**src/rtl/neuron_event_rx.sv**
```systemverilog
// neuron_event_rx: front end for the neuron event stream.
// Decodes accepted words into spike/tick events, buffered in a small FIFO
// with a ready/valid head, or into reset/arm/config commands. Config writes
// can be prefixed with a staged high nibble. Events arriving while the FIFO
// is full and not popping are dropped and counted, saturating at 255.
// Ports:
//   clk, rst_n                 clock, async active-low reset
//   in_valid, in_data          input word {tick, polarity, addr}
//   uio_data                   {cfg arg, cfg op, 2 unused bits}
//   ev_valid/ev_ready          FIFO head handshake
//   ev_tick/ev_polarity/ev_addr FIFO head fields
//   cmd_reset, cmd_arm         one-cycle command strobes
//   cfg_we, cfg_op, cfg_data   one-cycle config write and its payload
//   fifo_level, drop_count     FIFO occupancy, saturating drop counter
module neuron_event_rx #(
  parameter int unsigned ADDR_W     = 6,
  parameter int unsigned CFG_W      = 4,
  parameter int unsigned FIFO_DEPTH = 4,
  parameter int unsigned ADDR_RESET = (1 << ADDR_W) - 1,
  parameter int unsigned ADDR_ARM   = (1 << ADDR_W) - 2,
  parameter int unsigned ADDR_CFG   = (1 << ADDR_W) - 3
) (
  input  logic                            clk,
  input  logic                            rst_n,
  input  logic                            in_valid,
  input  logic [ADDR_W+1:0]               in_data,
  input  logic [CFG_W+3:0]                uio_data,
  output logic                            ev_valid,
  input  logic                            ev_ready,
  output logic                            ev_tick,
  output logic                            ev_polarity,
  output logic [ADDR_W-1:0]               ev_addr,
  output logic                            cmd_reset,
  output logic                            cmd_arm,
  output logic                            cfg_we,
  output logic [1:0]                      cfg_op,
  output logic [2*CFG_W-1:0]              cfg_data,
  output logic [$clog2(FIFO_DEPTH):0]     fifo_level,
  output logic [7:0]                      drop_count
);

  localparam int unsigned PTR_W  = $clog2(FIFO_DEPTH);
  localparam int unsigned LVL_W  = PTR_W + 1;
  localparam int unsigned EV_W   = ADDR_W + 2;
  localparam int unsigned DATA_W = 2 * CFG_W;

  // Word field decode
  logic              in_tick;
  logic [ADDR_W-1:0] in_addr;
  logic [CFG_W-1:0]  cfg_arg;
  logic [1:0]        in_op;
  logic              unused_c;

  assign in_tick  = in_data[ADDR_W+1];
  assign in_addr  = in_data[ADDR_W-1:0];
  assign cfg_arg  = uio_data[CFG_W+3:4];
  assign in_op    = uio_data[3:2];
  assign unused_c = ^uio_data[1:0];

  // State
  logic [EV_W-1:0]   mem_q [FIFO_DEPTH];
  logic [EV_W-1:0]   mem_d [FIFO_DEPTH];
  logic [PTR_W-1:0]  wr_ptr_q, wr_ptr_d;
  logic [PTR_W-1:0]  rd_ptr_q, rd_ptr_d;
  logic [LVL_W-1:0]  level_q, level_d;
  logic [EV_W-1:0]   head_q, head_d;
  logic              ev_valid_q, ev_valid_d;
  logic [7:0]        drop_q, drop_d;
  logic              stage_v_q, stage_v_d;
  logic [CFG_W-1:0]  stage_q, stage_d;
  logic              cmd_reset_q, cmd_reset_d;
  logic              cmd_arm_q, cmd_arm_d;
  logic              cfg_we_q, cfg_we_d;
  logic [1:0]        cfg_op_q, cfg_op_d;
  logic [DATA_W-1:0] cfg_data_q, cfg_data_d;

  logic is_reset, is_arm, is_cfg, is_event;
  logic full, pop, push, drop;

  // Classification: a set tick flag always makes an event, even on reserved addresses
  always_comb begin
    is_reset = in_valid && !in_tick && (in_addr == ADDR_W'(ADDR_RESET));
    is_arm   = in_valid && !in_tick && (in_addr == ADDR_W'(ADDR_ARM));
    is_cfg   = in_valid && !in_tick && (in_addr == ADDR_W'(ADDR_CFG));
    is_event = in_valid && !(is_reset || is_arm || is_cfg);
  end

  // FIFO control: a pop in the same cycle frees a slot for a push into a full FIFO
  always_comb begin
    full = (level_q == LVL_W'(FIFO_DEPTH));
    pop  = ev_valid_q && ev_ready;
    push = is_event && (!full || pop);
    drop = is_event && full && !pop;
  end

  // FIFO next state; head is registered from the post-update storage
  always_comb begin
    mem_d    = mem_q;
    wr_ptr_d = wr_ptr_q;
    rd_ptr_d = rd_ptr_q;
    level_d  = level_q;
    drop_d   = drop_q;
    if (push) begin
      mem_d[wr_ptr_q] = in_data;
      wr_ptr_d        = wr_ptr_q + PTR_W'(1);
    end
    if (pop) begin
      rd_ptr_d = rd_ptr_q + PTR_W'(1);
    end
    case ({push, pop})
      2'b10:   level_d = level_q + LVL_W'(1);
      2'b01:   level_d = level_q - LVL_W'(1);
      default: level_d = level_q;
    endcase
    if (drop && (drop_q != 8'hFF)) begin
      drop_d = drop_q + 8'd1;
    end
    head_d     = mem_d[rd_ptr_d];
    ev_valid_d = (level_d != '0);
  end

  // Commands and config assembly
  always_comb begin
    cmd_reset_d = is_reset;
    cmd_arm_d   = is_arm;
    cfg_we_d    = 1'b0;
    cfg_op_d    = cfg_op_q;
    cfg_data_d  = cfg_data_q;
    stage_v_d   = stage_v_q;
    stage_d     = stage_q;
    if (is_reset) begin
      stage_v_d = 1'b0;
    end
    if (is_cfg) begin
      if (in_op == 2'b11) begin
        stage_d   = cfg_arg;
        stage_v_d = 1'b1;
      end else begin
        cfg_we_d   = 1'b1;
        cfg_op_d   = in_op;
        cfg_data_d = {(stage_v_q ? stage_q : CFG_W'(0)), cfg_arg};
        stage_v_d  = 1'b0;
      end
    end
  end

  // State registers
  always_ff @(posedge clk or negedge rst_n) begin
    if (!rst_n) begin
      for (int i = 0; i < int'(FIFO_DEPTH); i++) mem_q[i] <= '0;
      wr_ptr_q    <= '0;
      rd_ptr_q    <= '0;
      level_q     <= '0;
      head_q      <= '0;
      ev_valid_q  <= 1'b0;
      drop_q      <= '0;
      stage_v_q   <= 1'b0;
      stage_q     <= '0;
      cmd_reset_q <= 1'b0;
      cmd_arm_q   <= 1'b0;
      cfg_we_q    <= 1'b0;
      cfg_op_q    <= '0;
      cfg_data_q  <= '0;
    end else begin
      mem_q       <= mem_d;
      wr_ptr_q    <= wr_ptr_d;
      rd_ptr_q    <= rd_ptr_d;
      level_q     <= level_d;
      head_q      <= head_d;
      ev_valid_q  <= ev_valid_d;
      drop_q      <= drop_d;
      stage_v_q   <= stage_v_d;
      stage_q     <= stage_d;
      cmd_reset_q <= cmd_reset_d;
      cmd_arm_q   <= cmd_arm_d;
      cfg_we_q    <= cfg_we_d;
      cfg_op_q    <= cfg_op_d;
      cfg_data_q  <= cfg_data_d;
    end
  end

  assign ev_valid    = ev_valid_q;
  assign ev_tick     = head_q[ADDR_W+1];
  assign ev_polarity = head_q[ADDR_W];
  assign ev_addr     = head_q[ADDR_W-1:0];
  assign cmd_reset   = cmd_reset_q;
  assign cmd_arm     = cmd_arm_q;
  assign cfg_we      = cfg_we_q;
  assign cfg_op      = cfg_op_q;
  assign cfg_data    = cfg_data_q;
  assign fifo_level  = level_q;
  assign drop_count  = drop_q;

endmodule

```
**config.mk**
```make
export PLATFORM = sky130hd
export DESIGN_NAME = neuron_event_rx
export DESIGN_NICKNAME = d
export VERILOG_FILES = /design/src/rtl/neuron_event_rx.sv
export SDC_FILE = /design/constraint.sdc
export NUM_CORES = 1
export LEC_CHECK = 0
export ABC_AREA = 1
export CORE_AREA = 5 5 94 96
export CTS_CLUSTER_DIAMETER = 200
export DETAILED_ROUTE_END_ITERATION = 16
export DIE_AREA = 0 0 99 101
export PLACE_DENSITY_LB_ADDON = 0.05
export SLEW_MARGIN = 10
export SYNTH_ARGS = -nofsm -noshare
export SYNTH_HDL_FRONTEND = slang
export SYNTH_SLANG_ARGS = --single-unit
```
**constraint.sdc**
```tcl
create_clock -name clk -period 2.3 [get_ports clk]
set_clock_uncertainty 0.05 [all_clocks]
set_input_delay 0.46 -clock clk [delete_from_list [all_inputs] [get_ports clk]]
set_output_delay 0.46 -clock clk [all_outputs]
set_load 0.02 [all_outputs]
```
Word-level counts from Yosys, hierarchy flattened:

Cells that the tools add are included.

* register bits: 74
* bits in latches: 0
* memory bits (writable): 0
* bits in read-only memories: 0
* output and inout bits: 33
* memories kept: 0

* $add $sub $neg: 5
* $mul: 0
* divide/modulo/power cells: 0
* order comparisons: 3
* equality and inequality tests: 8
* shifts and indexed selects: 0
* muxes and demuxes: 15
* bitwise operators: 3
* reductions and logical operators: 22

Operators with widths (number)
* $bwmux W32: 1
* $mux W32: 1
* $mux W8: 3
* $eq A6 B6 Y1 const B: 3
* $bmux W8 S2: 1
* $demux W8 S2: 1
* $logic_and A1 B1 Y1: 11
* $add A8 B1 Y8 const B: 1
* $ne A8 B8 Y1 const B: 1
* $ge A3 B3 Y1 const B: 2
* $not A2 Y3: 2
* $pmux W3 S2: 1
* $mux W1: 5
* $add A2 B1 Y2 const B: 2
* $eq A2 B2 Y1 const B: 2
* $logic_not A1 Y1: 4
* $mux W4: 1
* $reduce_and A2 Y1: 2
* $add A3 B1 Y3 const B: 1
* $eq A3 B3 Y1 const B: 1
* $logic_or A1 B1 Y1: 3
* $lt A3 B1 Y1 const B: 1
* $reduce_bool A3 Y1: 1
* $sub A3 B1 Y3 const B: 1
* other kinds (4): 4

Depth between registers and ports, before layout:

Gate-level depths: netlist of the first run.

* depth after elaboration: 12
* mapped depth: 14
* gate-level depth less buffers: 13

Worst setup path after synthesis of the first run:

No wires, ideal clock.

* kind: input to register
* start: input in_data[4]
* end: register ev_valid_q, in the netlist ev_valid
* arrival: 2.431 ns
* slack: -0.312 ns
* stages: 11
* buffers on the path: 1
* cell sequence: nand2_2 nor2_8 a21oi_1 nand3_4 buf_6 ha_1 fa_1 a21oi_1 o21ai_0 xnor2_1 or3_1

* cells in the longest elaborated chain, start to end: 10
* elaborated cells between the ends (all ways): 15
* those cells by class: eq/ne (5); mux (1); reduce/logical (9)

RTL lines
* start, declared: RTL line 26 `input logic [ADDR_W+1:0] in_data,`
* $eq A6 B6 Y1, on equally long branches: RTL line 82, 83
* $logic_and A1 B1 Y1, on equally long branches: RTL line 82, 83
* $logic_or A1 B1 Y1: RTL line 85 `is_event = in_valid && !(is_reset || is_arm || is_cfg);`
* $logic_or A1 B1 Y1 (*): RTL line 85
* $logic_not A1 Y1 (*): RTL line 85
* $logic_and A1 B1 Y1 (*): RTL line 85
* $logic_and A1 B1 Y1 (*): RTL line 92 `push = is_event && (!full || pop);`
* $eq A2 B1 Y1 / $eq A2 B2 Y1 (equally long branches): RTL line 110 `case ({push, pop})`
* $pmux W3 S2 (*): RTL line 110
* via level_d[2]: RTL line 65 `logic [LVL_W-1:0] level_q, level_d;`
* $reduce_bool A3 Y1 (*): RTL line 119 `ev_valid_d = (level_d != '0);`
* via ev_valid_d: RTL line 67 `logic ev_valid_q, ev_valid_d;`
* end signal, assigned: RTL line 170 `ev_valid_q <= ev_valid_d;`
* end, declared: RTL line 67

The timed path passes the listed nets; every way through them passes the cells marked *.
A chain may end at the register's enable or synchronous reset.

Worst setup path after layout of the first run:

* start: register level_q[0], in the netlist fifo_level[0]
* end: register ev_valid_q, in the netlist ev_valid

* cells in the longest elaborated chain, start to end: 7
* elaborated cells between the ends (all ways): 10
* those cells by class: add/sub (2); eq/ne (3); mux (1); reduce/logical (4)

RTL lines
* start, declared: RTL line 65
* start signal, assigned: RTL line 168 `level_q <= level_d;`
* $eq A3 B3 Y1: RTL line 90 `full = (level_q == LVL_W'(FIFO_DEPTH));`
* $logic_not A1 Y1: RTL line 92
* $logic_or A1 B1 Y1: RTL line 92
* $logic_and A1 B1 Y1: RTL line 92
* $eq A2 B1 Y1 / $eq A2 B2 Y1 (equally long branches): RTL line 110
* $pmux W3 S2 (*): RTL line 110
* via level_d[1]: RTL line 65
* $reduce_bool A3 Y1 (*): RTL line 119
* via ev_valid_d: RTL line 67

Marks and branches as above.

==> results of run 1 <==
logic make-up after synthesis:
kind of cell    count (synthesis)  synth area share
simple gates                  265             0.334
mux                            11            0.0320
fa+ha+maj                       7            0.0246
buf+inv                        53            0.0685
flops                          74             0.478
xor+xnor                        9            0.0204
compound gates                 33            0.0427
Yosys cell counts (all sizes together):
library cell and count:
nor2 16, nand3b 2, dfrtp 74, or2 1, or3 1, fa 1, mux2 11, nand2 154
clkbuf 5, nor3 2, ha 6, inv 37, o21ai 25, xnor2 4, a21oi 8, buf 10
clkinv 1, nand3 86, nor4 1, xor2 5, nand4 2
metrics by stage:
| step | hold slack, ps | utilization | setup TNS (ps) | power [mW] |
|---|---|---|---|---|
| 6_report | 431 | 0.651 | 0 | 6.02 |
| 5_1_grt | 464 | 0.651 | 0 | 6.50 |
| 4_1_cts | 435 | 0.652 | 0 | 6.02 |
| 3_5_place_dp | 353 | 0.624 | -8740 | 4.90 |
| 3_3_place_gp | 352 | 0.624 | -6170 | 4.84 |
| 2_1_floorplan | 114 | - | -183 | 3.70 |
worst register-to-register path, delay by kind of cell (launching register included):
kind | cells | cell delay (ps)
adders and majority gates | 2 | 590
DFF | 1 | 380
muxes | 1 | 280
and+or+nand+nor | 4 | 800
placed cells by master, fill, tap and decap left out, types with 9 or more instances in the layout:
cell type,n
sky130_fd_sc_hd__buf_4,61
sky130_fd_sc_hd__nand3_1,81
sky130_fd_sc_hd__o21ai_0,24
sky130_fd_sc_hd__clkdlybuf4s50_1,40
sky130_fd_sc_hd__clkbuf_8,9
sky130_fd_sc_hd__nand2_1,126
sky130_fd_sc_hd__nand2_2,20
sky130_fd_sc_hd__mux2_2,11
sky130_fd_sc_hd__dfrtp_1,74
sky130_fd_sc_hd__nor2_1,10
sky130_fd_sc_hd__inv_1,33
state kept, by name (all words and copies together), names as in the netlist, 3 cells and up:
| name | flops |
|---|---|
| stage_q | 4 |
| mem_q | 32 |
| cfg_data | 8 |
| drop_count | 8 |
| fifo_level | 3 |
| head_q | 8 |
how the worst max path moves through the flow:
stage / startpoint / end / cells after the start / slack (ps)
final: fifo_level[0] / ev_valid / 7 / 90
after global placement: in_data[4] / ev_valid / 11 / -590
after CTS: in_data[0] / ev_valid / 11 / 5
after floorplan: in_data[7] / ev_valid / 12 / -180
after global routing: fifo_level[0] / ev_valid / 7 / 10
after detailed placement: in_data[4] / ev_valid / 11 / -690
cell type report:
class	instances	area, um2
clock buffers	9	124
flip-flops and latches	74	1850
repair buffers	116	1020
fillers	676	2780
well taps	105	131
inverters	38	145
clock inverters	6	82.6
multi-input cells	325	1830
what timing repair did:
action                                 4_1_cts  5_1_grt
setup endpoints to repair                    1        1
pin swaps                                    3       10
buffers inserted                             0        1
hold buffers                                 1        0
gates cloned                                 0        0
endpoints found under the hold margin       28        0
resized for setup                           14       19
power by group through the flow:
stage	combinational, mW	sequential [mW]	clock, mW
finish	2.98	1.96	1.08
floorplan	1.59	2.12	0
global placement	2.87	1.97	0
global route	3.30	2.02	1.18
detailed placement	2.93	1.98	0
CTS	2.96	1.96	1.11
layer usage:
layer / track usage / part of all wire / up-vias
met4: 0.0672 / 0.016 / 0
met3: 0.0519 / 0.064 / 15
met1: 0.277 / 0.45 / 1581
li1: - / - / 1691
met2: 0.325 / 0.47 / 91
met5: 0 / 0 / -
==> run_summary.xml, run 1 <==
<?xml version="1.0" encoding="UTF-8"?>
<metrics>
  <group name="synthesis">
    <metric name="ys_ff_latch" unit="">74</metric>
    <metric name="netlist-cell-type-count" unit="">33</metric>
    <metric name="yosysWarningCount" unit="">0</metric>
    <metric name="post_synth_inst_count" unit="">452</metric>
    <metric name="synth_sequential_area_ratio" unit="">0.478</metric>
    <metric name="yosys.area.top_type" unit="">sky130_fd_sc_hd__dfrtp_1</metric>
    <metric name="mappedNetlistArea" unit="um2">3870</metric>
    <metric name="synth_top_area_frac" unit="">0.478</metric>
    <metric name="synthesis.nets" unit="">479</metric>
    <metric name="ys_top_cells_by_area" unit="">sky130_fd_sc_hd__dfrtp_1 (48%), sky130_fd_sc_hd__nand2_1 (13%), sky130_fd_sc_hd__nand3_1 (11%)</metric>
    <metric name="synthesis.area_per_instance" unit="um2">8.56</metric>
  </group>
  <group name="worst_setup_path">
    <metric name="timing.critical_path.mode_cell" unit="">sky130_fd_sc_hd__nand3_4</metric>
    <metric name="crit_path_max_incr_delay" unit="ps">430</metric>
    <metric name="rr_endpoint" unit="">ev_valid</metric>
    <metric name="critical_path.top_delay_family" unit="">simple AND/OR/NAND/NOR gates</metric>
    <metric name="worst_r2r_path_depth" unit="">7</metric>
    <metric name="critical_path.startpoint_type" unit="">flop</metric>
    <metric name="cp.required" unit="ps">2470</metric>
    <metric name="worstReg2RegStart" unit="">fifo_level[0]</metric>
    <metric name="critPathKind" unit="">flop to flop</metric>
    <metric name="r2r_slack" unit="ps">90</metric>
    <metric name="cp_max_delay_cell" unit="">sky130_fd_sc_hd__fa_2</metric>
    <metric name="path_cells" unit="">nor2_1, nand3_4, nand3_4, ha_4, fa_2, mux2_2, or3_1</metric>
    <metric name="timing.critical_path.to_type" unit="">flop</metric>
    <metric name="critical_path_arrival" unit="ps">2380</metric>
    <metric name="path_buf_inv" unit="">0</metric>
    <metric name="critical_path_peak_fanout" unit="">2</metric>
  </group>
  <group name="clock_tree">
    <metric name="cts_inserted_buffers" unit="">9</metric>
    <metric name="clk_path_buf_depth" unit="">2</metric>
    <metric name="clkSinkCount" unit="">74</metric>
    <metric name="tritoncts_clock_tree" unit="">done</metric>
    <metric name="ctsRootBufferMaster" unit="">sky130_fd_sc_hd__clkbuf_8</metric>
    <metric name="clk-insertion-delay-late" unit="ps">340</metric>
    <metric name="clk_pin_slew" unit="ps">80</metric>
    <metric name="cts_max_level" unit="">3</metric>
  </group>
  <group name="min_path">
    <metric name="worst_hold_startpoint" unit="">cfg_data[1]</metric>
    <metric name="hold_path_end" unit="">cfg_data[1]</metric>
    <metric name="timing.hold.worst_path_depth" unit="">2</metric>
    <metric name="min-delay-path-class" unit="">flop to flop</metric>
  </group>
  <group name="timing">
    <metric name="finalHoldViolCount" unit="">0</metric>
    <metric name="finalWorstSetupSlack" unit="ps">89.8</metric>
    <metric name="setup_viol" unit="">0</metric>
    <metric name="max_freq" unit="GHz">0.452</metric>
    <metric name="worst_slew_pin_slew" unit="ps">565</metric>
    <metric name="share_of_the_cycle_needed_by_the_critical_path_after_routing" unit="">0.961</metric>
    <metric name="final.min_clock_period" unit="ps">2210</metric>
    <metric name="timing.slew.headroom" unit="">0.624</metric>
    <metric name="slew_viol_final" unit="">0</metric>
    <metric name="setup_repair_after_global_routing_missed_its_margin" unit="">false</metric>
  </group>
  <group name="global_route">
    <metric name="via_count_of_the_first_global_routing_pass" unit="">3322</metric>
    <metric name="wire_length_of_the_first_global_routing_pass" unit="um">16300</metric>
    <metric name="grt_start_max_net_pins" unit="">47</metric>
    <metric name="overflow" unit="">0</metric>
    <metric name="globalRouteTotalUtil" unit="">0.206</metric>
    <metric name="antenna_found_initial" unit="">0</metric>
  </group>
  <group name="detailed_routing">
    <metric name="detailedRoute.firstPassIterationCount" unit="">4</metric>
    <metric name="avgRoutedWirePerCell" unit="um">14.2</metric>
    <metric name="vias" unit="">3378</metric>
    <metric name="antenna_left" unit="">0</metric>
    <metric name="drc" unit="">0</metric>
    <metric name="viasPerCell" unit="">5.02</metric>
    <metric name="drt-initial-drc-count" unit="">185</metric>
    <metric name="wirelength" unit="um">9560</metric>
  </group>
  <group name="power_and_ir_drop">
    <metric name="max-vdd-ir-drop" unit="mV">0.803</metric>
    <metric name="static-leakage-power" unit="nW">2.73</metric>
    <metric name="power.combinational.fraction" unit="">0.495</metric>
    <metric name="switching_power" unit="mW">2.34</metric>
    <metric name="p_per_area" unit="nW/um2">1160</metric>
    <metric name="seqPwrFrac" unit="">0.325</metric>
    <metric name="internal_power" unit="mW">3.68</metric>
    <metric name="power_switching_share" unit="">0.388</metric>
    <metric name="clkPwrFrac" unit="">0.180</metric>
  </group>
  <group name="cells_and_area">
    <metric name="insertedDiodeCount" unit="">0</metric>
    <metric name="fin_area" unit="um2">5190</metric>
    <metric name="final_cell_count_no_fill" unit="">673</metric>
    <metric name="post_route_cells_drive_above_1_share" unit="">0.261</metric>
    <metric name="nNetsFinal" unit="">591</metric>
    <metric name="area.growth.synth_to_final" unit="%">34.0</metric>
  </group>
  <group name="placed_design">
    <metric name="dpl-instance-area" unit="um2">4970</metric>
    <metric name="routabilityCongestion" unit="">0.797</metric>
    <metric name="dp_slack" unit="ps">-687</metric>
    <metric name="portBuffers" unit="">50</metric>
    <metric name="numPlacedInstances" unit="">656</metric>
    <metric name="dpl.hpwl" unit="um">6560</metric>
  </group>
  <group name="floorplanning">
    <metric name="pin_count" unit="">53</metric>
    <metric name="num_rows" unit="">33</metric>
    <metric name="initial_utilization" unit="">0.486</metric>
    <metric name="fp.dieW" unit="um">99</metric>
    <metric name="die_height" unit="um">101</metric>
    <metric name="placeable_core_area" unit="um2">7970</metric>
    <metric name="die-area" unit="um2">10000</metric>
  </group>
  <group name="flow_run">
    <metric name="drv.max_cap_violation_count" unit="">0</metric>
  </group>
  <group name="status">
    <metric name="run_status" unit="">complete, no violations</metric>
  </group>
</metrics>
No activity file was read; power rests on OpenSTA's default activity.
==> run 2: changes to the inputs <==
--- a/config.mk
+++ b/config.mk
@@ -6,10 +6,10 @@
 export NUM_CORES = 1
 export LEC_CHECK = 0
 export ABC_AREA = 1
-export CORE_AREA = 5 5 94 96
+export CORE_AREA = 4 4 93 95
 export CTS_CLUSTER_DIAMETER = 200
 export DETAILED_ROUTE_END_ITERATION = 16
-export DIE_AREA = 0 0 99 101
+export DIE_AREA = 0 0 97 99
 export PLACE_DENSITY_LB_ADDON = 0.05
 export SLEW_MARGIN = 10
 export SYNTH_ARGS = -nofsm -noshare
==> run_summary.xml, run 2 (synthesis results as in run 1) <==
<?xml version="1.0" encoding="UTF-8"?>
<metrics>
  <group name="status">
    <metric name="run_status" unit="">complete, no violations</metric>
  </group>
  <group name="cells_and_area">
    <metric name="post_route_cells_drive_above_1_share" unit="">0.250</metric>
    <metric name="fin_area" unit="um2">5170</metric>
    <metric name="nNetsFinal" unit="">587</metric>
    <metric name="most_frequent_cells_in_the_layout" unit="">sky130_fd_sc_hd__nand2_1 (127), sky130_fd_sc_hd__nand3_1 (81), sky130_fd_sc_hd__dfrtp_1 (74), sky130_fd_sc_hd__buf_4 (60), sky130_fd_sc_hd__clkdlybuf4s50_1 (41)</metric>
    <metric name="insertedDiodeCount" unit="">0</metric>
    <metric name="registers.top_by_ff_count" unit="">mem_q</metric>
    <metric name="largest_register_ffs" unit="">32</metric>
    <metric name="leading_cell_type_in_the_layout_fill_and_taps_excluded" unit="">sky130_fd_sc_hd__nand2_1</metric>
    <metric name="final_core_util" unit="">0.670</metric>
    <metric name="area.growth.synth_to_final" unit="%">33.6</metric>
    <metric name="final_cell_count_no_fill" unit="">667</metric>
  </group>
  <group name="placed_design">
    <metric name="routabilityCongestion" unit="">0.840</metric>
    <metric name="portBuffers" unit="">50</metric>
    <metric name="numPlacedInstances" unit="">650</metric>
    <metric name="dpl.hpwl" unit="um">6760</metric>
    <metric name="dpl-instance-area" unit="um2">4920</metric>
  </group>
  <group name="worst_setup_path">
    <metric name="critPathKind" unit="">primary input to flop</metric>
    <metric name="timing.critical_path.to_type" unit="">flop</metric>
    <metric name="cp_max_delay_cell" unit="">sky130_fd_sc_hd__fa_2</metric>
    <metric name="timing.critical_path.mode_cell" unit="">sky130_fd_sc_hd__nand2_4</metric>
    <metric name="critical_path_peak_fanout" unit="">4</metric>
    <metric name="crit_path_max_incr_delay" unit="ps">420</metric>
    <metric name="critical_path_arrival" unit="ps">2410</metric>
    <metric name="path_cells" unit="">clkdlybuf4s15_1, nand2_4, nor2_8, nand2_4, nand2_8, inv_4, nand3_4, ha_4, fa_2, mux2_2, or3_1</metric>
    <metric name="critical_path.startpoint_type" unit="">primary input</metric>
    <metric name="cp.required" unit="ps">2470</metric>
  </group>
  <group name="timing">
    <metric name="timing.slew.headroom" unit="">0.634</metric>
    <metric name="setup_viol" unit="">0</metric>
    <metric name="max_freq" unit="GHz">0.447</metric>
    <metric name="final.min_clock_period" unit="ps">2240</metric>
    <metric name="holdWs" unit="ps">44.2</metric>
    <metric name="setup_repair_after_global_routing_missed_its_margin" unit="">false</metric>
    <metric name="finalHoldViolCount" unit="">0</metric>
    <metric name="worst_slew_pin_slew" unit="ps">549</metric>
    <metric name="share_of_the_cycle_needed_by_the_critical_path_after_routing" unit="">0.972</metric>
    <metric name="slew_viol_final" unit="">0</metric>
  </group>
  <group name="clock_tree">
    <metric name="clkSinkCount" unit="">74</metric>
    <metric name="clk_path_buf_depth" unit="">2</metric>
    <metric name="clk-insertion-delay-late" unit="ps">340</metric>
    <metric name="ctsRootBufferMaster" unit="">sky130_fd_sc_hd__clkbuf_8</metric>
    <metric name="cts_max_level" unit="">3</metric>
    <metric name="clk_pin_slew" unit="ps">80</metric>
    <metric name="cts_hold_repair.buffers" unit="">0</metric>
    <metric name="tritoncts_clock_tree" unit="">done</metric>
    <metric name="cts_inserted_buffers" unit="">9</metric>
  </group>
  <group name="detailed_routing">
    <metric name="drc" unit="">0</metric>
    <metric name="wirelength" unit="um">9440</metric>
    <metric name="antenna_left" unit="">0</metric>
    <metric name="avgRoutedWirePerCell" unit="um">14.2</metric>
    <metric name="detailedRoute.firstPassIterationCount" unit="">5</metric>
    <metric name="drt-initial-drc-count" unit="">141</metric>
    <metric name="vias" unit="">3408</metric>
    <metric name="viasPerCell" unit="">5.11</metric>
  </group>
  <group name="power_and_ir_drop">
    <metric name="p_per_area" unit="nW/um2">1180</metric>
    <metric name="power" unit="mW">6.10</metric>
    <metric name="max-vdd-ir-drop" unit="mV">0.838</metric>
    <metric name="static-leakage-power" unit="nW">2.71</metric>
  </group>
  <group name="global_route">
    <metric name="antenna_found_initial" unit="">0</metric>
    <metric name="wire_length_of_the_first_global_routing_pass" unit="um">16200</metric>
    <metric name="grt_start_max_net_pins" unit="">41</metric>
    <metric name="overflow" unit="">0</metric>
    <metric name="via_count_of_the_first_global_routing_pass" unit="">3371</metric>
    <metric name="globalRouteTotalUtil" unit="">0.208</metric>
  </group>
  <group name="floorplanning">
    <metric name="placeable_core_area" unit="um2">7730</metric>
    <metric name="die-area" unit="um2">9600</metric>
    <metric name="die_height" unit="um">99</metric>
    <metric name="pin_count" unit="">53</metric>
    <metric name="initial_utilization" unit="">0.501</metric>
    <metric name="fp.dieW" unit="um">97</metric>
    <metric name="num_rows" unit="">32</metric>
  </group>
  <group name="min_path">
    <metric name="min-delay-path-class" unit="">primary input to asynchronous set/reset pin</metric>
  </group>
  <group name="flow_run">
    <metric name="drv.max_cap_violation_count" unit="">0</metric>
  </group>
</metrics>
run 2: layout make-up:
| type | count | area [um2] |
|---|---|---|
| clock inverters | 5 | 100 |
| flip-flops and latches | 74 | 1850 |
| repair buffers | 112 | 985 |
| well taps | 102 | 128 |
| fillers | 633 | 2550 |
| clock buffers | 11 | 151 |
| multi-input cells | 325 | 1810 |
| inverters | 38 | 145 |
run 2: routing by layer:
layer,share of wire,GRT usage,vias to the layer above
li1,-,-,1688
met2,0.46,0.327,95
met4,0.025,0.0821,0
met1,0.47,0.289,1605
met5,0,0,-
met3,0.050,0.0340,20
run 2: power breakdown:
group | internal (mW) | total [mW] | switching [mW]
Combinational | 1.31 | 2.89 | 1.58
Clock | 0.777 | 1.25 | 0.476
Sequential | 1.72 | 1.96 | 0.243
Total | 3.80 | 6.10 | 2.30
run 2: repair_timing:
| action | CTS | global route |
|---|---|---|
| setup buffers | 1 | 0 |
| endpoints found under the setup margin | 1 | 1 |
| pin swaps | 3 | 3 |
| cloned | 0 | 0 |
| gates resized for setup | 16 | 9 |
run 2: path summary, 6_finish.rpt:
check	start	cells past startpoint	end	slack, ps
min in group clk	cfg_data[1]	2	cfg_data[1]	430
hold reg to reg	cfg_data[1]	2	cfg_data[1]	430
setup reg to reg	fifo_level[0]	7	ev_valid	190
setup / recovery	in_data[5]	11	ev_valid	60
max in group asynchronous	rst_n	2	mem_q[31]	1580
hold / removal	rst_n	1	mem_q[29]	40
run 2: through the flow:
step	worst slack [ps]	TNS (ps)
after global placement	-593	-6510
final	63.3	0
after detailed placement	-680	-8330
after global routing	8.60	0
after floorplan	-183	-183
after CTS	2.12	0
run 2: worst max-delay path: cells and delay by family:
kind / cells / cell delay (ps)
fa+ha+maj: 2 / 570
simple gates: 6 / 830
mux: 1 / 290
buf+inv: 2 / 250
